`src/rtl/l2_arbiter_if.sv`:
```
// Bundle of the I-cache, D-cache and L2 request/response wires seen by the arbiter.
// The slave modport is the arbiter's view; master is the surrounding caches and L2.
interface l2_arbiter_if #(
  parameter int ADDR_W = 16,
  parameter int LINE_W = 128
);
  logic              i_pmem_read;
  logic              i_pmem_write;
  logic [ADDR_W-1:0] i_pmem_address;
  logic [LINE_W-1:0] i_pmem_wdata;
  logic              i_pmem_resp;
  logic [LINE_W-1:0] i_pmem_rdata;

  logic              d_pmem_read;
  logic              d_pmem_write;
  logic [ADDR_W-1:0] d_pmem_address;
  logic [LINE_W-1:0] d_pmem_wdata;
  logic              d_pmem_resp;
  logic [LINE_W-1:0] d_pmem_rdata;

  logic              l2_read;
  logic              l2_write;
  logic [ADDR_W-1:0] l2_address;
  logic [LINE_W-1:0] l2_wdata;
  logic [LINE_W-1:0] l2_rdata;
  logic              l2_resp;

  logic              grant_d;
  logic              busy;

  modport slave (
    input  i_pmem_read, i_pmem_write, i_pmem_address, i_pmem_wdata,
    output i_pmem_resp, i_pmem_rdata,
    input  d_pmem_read, d_pmem_write, d_pmem_address, d_pmem_wdata,
    output d_pmem_resp, d_pmem_rdata,
    output l2_read, l2_write, l2_address, l2_wdata,
    input  l2_rdata, l2_resp,
    output grant_d, busy
  );

  modport master (
    output i_pmem_read, i_pmem_write, i_pmem_address, i_pmem_wdata,
    input  i_pmem_resp, i_pmem_rdata,
    output d_pmem_read, d_pmem_write, d_pmem_address, d_pmem_wdata,
    input  d_pmem_resp, d_pmem_rdata,
    input  l2_read, l2_write, l2_address, l2_wdata,
    output l2_rdata, l2_resp,
    input  grant_d, busy
  );
endinterface

```
`src/rtl/l2_arbiter.sv`:
```
// Round-robin arbiter sharing the L2 port between I- and D-cache; one transaction in flight.
// Grant registered one cycle after request; granted side held until l2_resp or it drops its request.
module l2_arbiter (
  input  logic          clk,
  input  logic          rst,
  l2_arbiter_if.slave   bus
);
  typedef enum logic [1:0] {IDLE, I_BUSY, D_BUSY} state_e;

  state_e state_q, state_d;
  logic   last_d_q, last_d_d;
  logic   req_i, req_d;

  assign req_i = bus.i_pmem_read | bus.i_pmem_write;
  assign req_d = bus.d_pmem_read | bus.d_pmem_write;

  always_ff @(posedge clk) begin
    if (rst) begin
      state_q  <= IDLE;
      last_d_q <= 1'b0;
    end else begin
      state_q  <= state_d;
      last_d_q <= last_d_d;
    end
  end

  // On a tie the requester that did not win last time gets the grant.
  always_comb begin
    state_d  = state_q;
    last_d_d = last_d_q;
    case (state_q)
      IDLE: begin
        if (req_d && (!req_i || !last_d_q)) begin
          state_d  = D_BUSY;
          last_d_d = 1'b1;
        end else if (req_i) begin
          state_d  = I_BUSY;
          last_d_d = 1'b0;
        end
      end
      I_BUSY: if (bus.l2_resp || !req_i) state_d = IDLE;
      D_BUSY: if (bus.l2_resp || !req_d) state_d = IDLE;
      default: state_d = IDLE;
    endcase
  end

  // Request steering depends only on state and requester inputs, never on l2_resp.
  always_comb begin
    bus.l2_read     = 1'b0;
    bus.l2_write    = 1'b0;
    bus.l2_address  = '0;
    bus.l2_wdata    = '0;
    bus.i_pmem_resp = 1'b0;
    bus.d_pmem_resp = 1'b0;
    case (state_q)
      I_BUSY: begin
        bus.l2_read     = bus.i_pmem_read;
        bus.l2_write    = bus.i_pmem_write;
        bus.l2_address  = bus.i_pmem_address;
        bus.l2_wdata    = bus.i_pmem_wdata;
        bus.i_pmem_resp = bus.l2_resp;
      end
      D_BUSY: begin
        bus.l2_read     = bus.d_pmem_read;
        bus.l2_write    = bus.d_pmem_write;
        bus.l2_address  = bus.d_pmem_address;
        bus.l2_wdata    = bus.d_pmem_wdata;
        bus.d_pmem_resp = bus.l2_resp;
      end
      default: ;
    endcase
  end

  assign bus.i_pmem_rdata = bus.l2_rdata;
  assign bus.d_pmem_rdata = bus.l2_rdata;
  assign bus.grant_d      = (state_q == D_BUSY);
  assign bus.busy         = (state_q != IDLE);
endmodule

```
`src/flat_wrapper.sv`:
```
// flat-port wrapper written by rule: the top's interface ports become plain ports
module l2_arbiter_flat 
  (clk, rst, bus_i_pmem_read, bus_i_pmem_write, bus_i_pmem_address, bus_i_pmem_wdata, bus_i_pmem_resp, bus_i_pmem_rdata, bus_d_pmem_read, bus_d_pmem_write, bus_d_pmem_address, bus_d_pmem_wdata, bus_d_pmem_resp, bus_d_pmem_rdata, bus_l2_read, bus_l2_write, bus_l2_address, bus_l2_wdata, bus_l2_rdata, bus_l2_resp, bus_grant_d, bus_busy);
  l2_arbiter_if #(.ADDR_W((16)), .LINE_W((128))) bus_i ();
  input  logic clk;
  input  logic rst;
  input wire logic [$bits(bus_i.i_pmem_read)-1:0] bus_i_pmem_read;
  input wire logic [$bits(bus_i.i_pmem_write)-1:0] bus_i_pmem_write;
  input wire logic [$bits(bus_i.i_pmem_address)-1:0] bus_i_pmem_address;
  input wire logic [$bits(bus_i.i_pmem_wdata)-1:0] bus_i_pmem_wdata;
  output wire logic [$bits(bus_i.i_pmem_resp)-1:0] bus_i_pmem_resp;
  output wire logic [$bits(bus_i.i_pmem_rdata)-1:0] bus_i_pmem_rdata;
  input wire logic [$bits(bus_i.d_pmem_read)-1:0] bus_d_pmem_read;
  input wire logic [$bits(bus_i.d_pmem_write)-1:0] bus_d_pmem_write;
  input wire logic [$bits(bus_i.d_pmem_address)-1:0] bus_d_pmem_address;
  input wire logic [$bits(bus_i.d_pmem_wdata)-1:0] bus_d_pmem_wdata;
  output wire logic [$bits(bus_i.d_pmem_resp)-1:0] bus_d_pmem_resp;
  output wire logic [$bits(bus_i.d_pmem_rdata)-1:0] bus_d_pmem_rdata;
  output wire logic [$bits(bus_i.l2_read)-1:0] bus_l2_read;
  output wire logic [$bits(bus_i.l2_write)-1:0] bus_l2_write;
  output wire logic [$bits(bus_i.l2_address)-1:0] bus_l2_address;
  output wire logic [$bits(bus_i.l2_wdata)-1:0] bus_l2_wdata;
  input wire logic [$bits(bus_i.l2_rdata)-1:0] bus_l2_rdata;
  input wire logic [$bits(bus_i.l2_resp)-1:0] bus_l2_resp;
  output wire logic [$bits(bus_i.grant_d)-1:0] bus_grant_d;
  output wire logic [$bits(bus_i.busy)-1:0] bus_busy;
  assign bus_i.i_pmem_read = bus_i_pmem_read;
  assign bus_i.i_pmem_write = bus_i_pmem_write;
  assign bus_i.i_pmem_address = bus_i_pmem_address;
  assign bus_i.i_pmem_wdata = bus_i_pmem_wdata;
  assign bus_i_pmem_resp = bus_i.i_pmem_resp;
  assign bus_i_pmem_rdata = bus_i.i_pmem_rdata;
  assign bus_i.d_pmem_read = bus_d_pmem_read;
  assign bus_i.d_pmem_write = bus_d_pmem_write;
  assign bus_i.d_pmem_address = bus_d_pmem_address;
  assign bus_i.d_pmem_wdata = bus_d_pmem_wdata;
  assign bus_d_pmem_resp = bus_i.d_pmem_resp;
  assign bus_d_pmem_rdata = bus_i.d_pmem_rdata;
  assign bus_l2_read = bus_i.l2_read;
  assign bus_l2_write = bus_i.l2_write;
  assign bus_l2_address = bus_i.l2_address;
  assign bus_l2_wdata = bus_i.l2_wdata;
  assign bus_i.l2_rdata = bus_l2_rdata;
  assign bus_i.l2_resp = bus_l2_resp;
  assign bus_grant_d = bus_i.grant_d;
  assign bus_busy = bus_i.busy;
  l2_arbiter u_core (.clk(clk), .rst(rst), .bus(bus_i));
endmodule
```
`config.mk`:
```
export PLATFORM = sky130hd
export DESIGN_NAME = l2_arbiter_flat
export DESIGN_NICKNAME = d
export VERILOG_FILES = /design/src/rtl/l2_arbiter_if.sv /design/src/rtl/l2_arbiter.sv /design/src/flat_wrapper.sv
export SDC_FILE = /design/constraint.sdc
export NUM_CORES = 1
export LEC_CHECK = 0
export CAP_MARGIN = 20
export CORE_AREA = 8 8 314 316
export DETAILED_ROUTE_END_ITERATION = 8
export DIE_AREA = 0 0 322 324
export GPL_TIMING_DRIVEN = 0
export PLACE_DENSITY = 0.31
export SLEW_MARGIN = 10
export SYNTH_ARGS = -nofsm -noshare
export SYNTH_HDL_FRONTEND = slang
export SYNTH_SLANG_ARGS = --single-unit
```
`constraint.sdc`:
```
create_clock -name clk -period 3.01 [get_ports clk]
set_clock_uncertainty 0.2 [all_clocks]
set_input_delay 0.602 -clock clk [delete_from_list [all_inputs] [get_ports clk]]
set_output_delay 0.602 -clock clk [all_outputs]
set_load 0.005 [all_outputs]
```
==> qor.yml, run 1 <==
grt:
  grt_overflow: 0
  grt_max_degree: 11
  antenna_found_initial: 4
  grt_pass1_vias: 7715
  grt_pass1_wl_mm: 69.0
  grtUsageTotal_pct: 9.48
clocking:
  cts_root_buffer: "clkbuf_16"
  clk_latency_ns: 0.22
  cts.clk_slew.worst_paths_ns: 0.03
  ctsLongestPathBuffers: 2
  tritoncts: "done"
  numCtsBuffers: 3
  cts.sinks: 3
  htree_levels: 1
layout:
  drive_above_1_share_pct: 28.8
  diodes: 0
  syn_to_final_growth_pct: 212
  finalNonFillerCells: 2602
  nets: 1764
  fillerInstances: 10818
  fin_area_um2: 13700
drt:
  viasPerCell: 2.68
  drt-initial-drc-count: 168
  drt_wl_total_mm: 54.7
  ant_nets: 0
  dr.pass1.iters: 5
  drc: 0
  wl_per_cell_um: 21.0
  vias: 6969
floorplanning:
  die-area_um2: 104000
  rows: 113
  dieHeight_um: 324
  boundaryPins: 829
  start_util_pct: 4.67
  die_x_um: 322
  core_um2: 93900
worst_setup_path:
  startpoint: "u_core.state_q[0]"
  critical-path-max-stage-delay_ns: 0.53
  cp_data_arrival_time_ns: 2.16
  path_cells: "inv_2, ha_4, buf_12, clkbuf_16, clkbuf_4, nor2b_4, clkdlybuf4s50_1"
  crit_required_ns: 2.21
  worstSetupPathType: "flop to output port"
  slowest_stage: "clkdlybuf4s50_1"
  rrSetupSlack_ns: 1.35
  endpoint: "bus_l2_wdata[29]"
  worst-path-max-fanout: 10
  end_kind: "output port"
  crit_path_start_kind: "flop"
  r2r_end: "u_core.state_q[0]"
  reg2regPathDepth: 5
  r2r_start: "u_core.state_q[1]"
power_and_ir_drop:
  vdd_drop_max_v: 0.000153
  power_density_nw_per_um2: 300
  power.leakage_nw: 5.43
  power.total_mw: 4.10
synth:
  ys_types: 22
  synthTopCellsByArea: "buf_4, a22oi_1, nor2b_1, buf_2, clkbuf_1"
  yosysMostFrequentCell: "buf_4"
  synth-edff-count: 0
  ys_seq_area_share_pct: 1.37
  syn_nets: 1051
  syn-instance-count: 625
  synth.avg_cell_area_um2: 7.02
  syn_area_um2: 4390
  synth_common_cells: "buf_4, nor2b_1, a22oi_1"
  synth_top_area_share_pct: 43.8
  synthFlopType: "dfxtp_1"
  yosys_warnings: 0
  synth_top_area_cell: "buf_4"
  synth_seq_cells: 3
  async_reset_ff_share_pct: 0
sta:
  max-slew-margin-rel_pct: 68.6
  holdWs_ns: 0.288
  maxSlewViolCount: 0
  min_period_over_period_pct: 98.6
  rsz0062_at_grt: "yes"
  setup_viol: 0
  hold_viol_final: 0
  fmax_ghz: 0.337
  worst_pin_slew_ns: 0.471
  period_minus_slack_ns: 2.97
placement:
  dpl_cell_area_um2: 13000
  place_hpwl_mm: 50.2
  numPortBuffers: 700
  gp_congestion: 0.769
  placed_cells: 2590
status:
  status: "completed"
min_path:
  hold_class: "flop to flop"
job:
  max_cap_viol_count: 0
-- flip-flops by register name (all words and copies together) (netlist names) --
| name | cells |
|---|---|
| u_core.state_q | 2 |
| u_core.last_d_q | 1 |
-- report_power, final --
| group | internal [mW] | leakage (nW) | switching (mW) |
|---|---|---|---|
| Combinational | 2.08 | 5.37 | 1.74 |
| Sequential | 0.0509 | 0.0255 | 0.0101 |
| Clock | 0.175 | 0.0382 | 0.0373 |
| Total | 2.31 | 5.43 | 1.79 |
-- routing by layer --
| layer | global-route usage, % | vias up | routed length [um] |
|---|---|---|---|
| met2 | 16.9 | 473 | 27100 |
| li1 | - | 3312 | - |
| met1 | 11.2 | 3166 | 21600 |
| met4 | 1.17 | 2 | 535 |
| met5 | 0 | - | 13 |
| met3 | 3.29 | 16 | 5420 |
-- area by class of cell --
class                   count  area, um^2  share of cell area (%)
clock buffers               4        78.8                   0.577
plain buffers             304        2450                    17.9
repair buffers            708        7030                    51.4
flip-flops and latches      3        62.6                   0.458
inverters                   4        15.0                   0.110
multi-input cells         314        2450                    17.9
well taps                1265        1580                    11.6
-- cells in the final DEF, fill, tap and decap left out, types with 2 or more instances in the layout --
cell type / n
a21oi_1: 2
a22oi_1: 114
a22oi_2: 32
and2_1: 2
buf_12: 6
buf_4: 271
buf_6: 15
buf_8: 3
clkbuf_16: 6
clkbuf_2: 8
clkbuf_4: 4
clkbuf_8: 3
clkdlybuf4s15_2: 7
clkdlybuf4s50_1: 590
dfxtp_2: 2
dlygate4sd2_1: 89
dlymetal6s2s_1: 12
ha_4: 3
inv_1: 2
inv_2: 2
nor2b_1: 125
nor2b_2: 16
nor2b_4: 6
o21ai_0: 2
or2_1: 2
-- how the worst min path moves through the flow --
stage                    startpoint               to  slack (ns)  cells past startpoint
floorplan           u_core.last_d_q  u_core.last_d_q        0.24                      2
global route        u_core.last_d_q  u_core.last_d_q        0.31                      2
detailed placement  u_core.last_d_q  u_core.last_d_q        0.28                      2
finish              u_core.last_d_q  u_core.last_d_q        0.29                      2
global placement    u_core.last_d_q  u_core.last_d_q        0.28                      2
CTS                 u_core.last_d_q  u_core.last_d_q        0.29                      2
-- metrics by stage --
step	utilization (%)	worst slack (ns)	TNS, ns
3_3_place_gp	13.8	-1.30	-109.18
2_1_floorplan	-	0.912	0
5_1_grt	14.6	-0.0559	-0.0592
3_5_place_dp	13.8	-0.804	-84.37
6_report	14.6	0.0434	0
4_1_cts	14.5	-0.0765	-0.344
-- worst max-delay path, delay by kind of cell, from the launching register on --
family	cells	cell delay [ns]
fa+ha+maj	1	0.31
flops	1	0.37
simple gates	1	0.16
buf+inv	5	1.10
-- kinds of logic after synthesis --
family,share of synthesized area [%]
and+or+nand+nor,22.2
DFF,1.37
AOI/OAI and AO/OA,26.5
adders and majority gates,0.856
buffers and inverters,49.1
-- repair_timing --
item                       4_1_cts  5_1_grt
hold buffers                     0        0
gates cloned                     1        0
setup endpoints to repair      148       32
resized for setup              261       37
pin swaps                        3        0
buffers inserted                 6        1
Power figures use the tool's default switching activity.
==> run 2: changes to the inputs <==
--- a/config.mk
+++ b/config.mk
@@ -11,7 +11,7 @@
 export DIE_AREA = 0 0 322 324
 export GPL_TIMING_DRIVEN = 0
 export PLACE_DENSITY = 0.31
-export SLEW_MARGIN = 10
+export SLEW_MARGIN = 20
 export SYNTH_ARGS = -nofsm -noshare
 export SYNTH_HDL_FRONTEND = slang
 export SYNTH_SLANG_ARGS = --single-unit
==> results of run 2 <==
The final DEF is identical to that of run 1; final timing and power are the same.
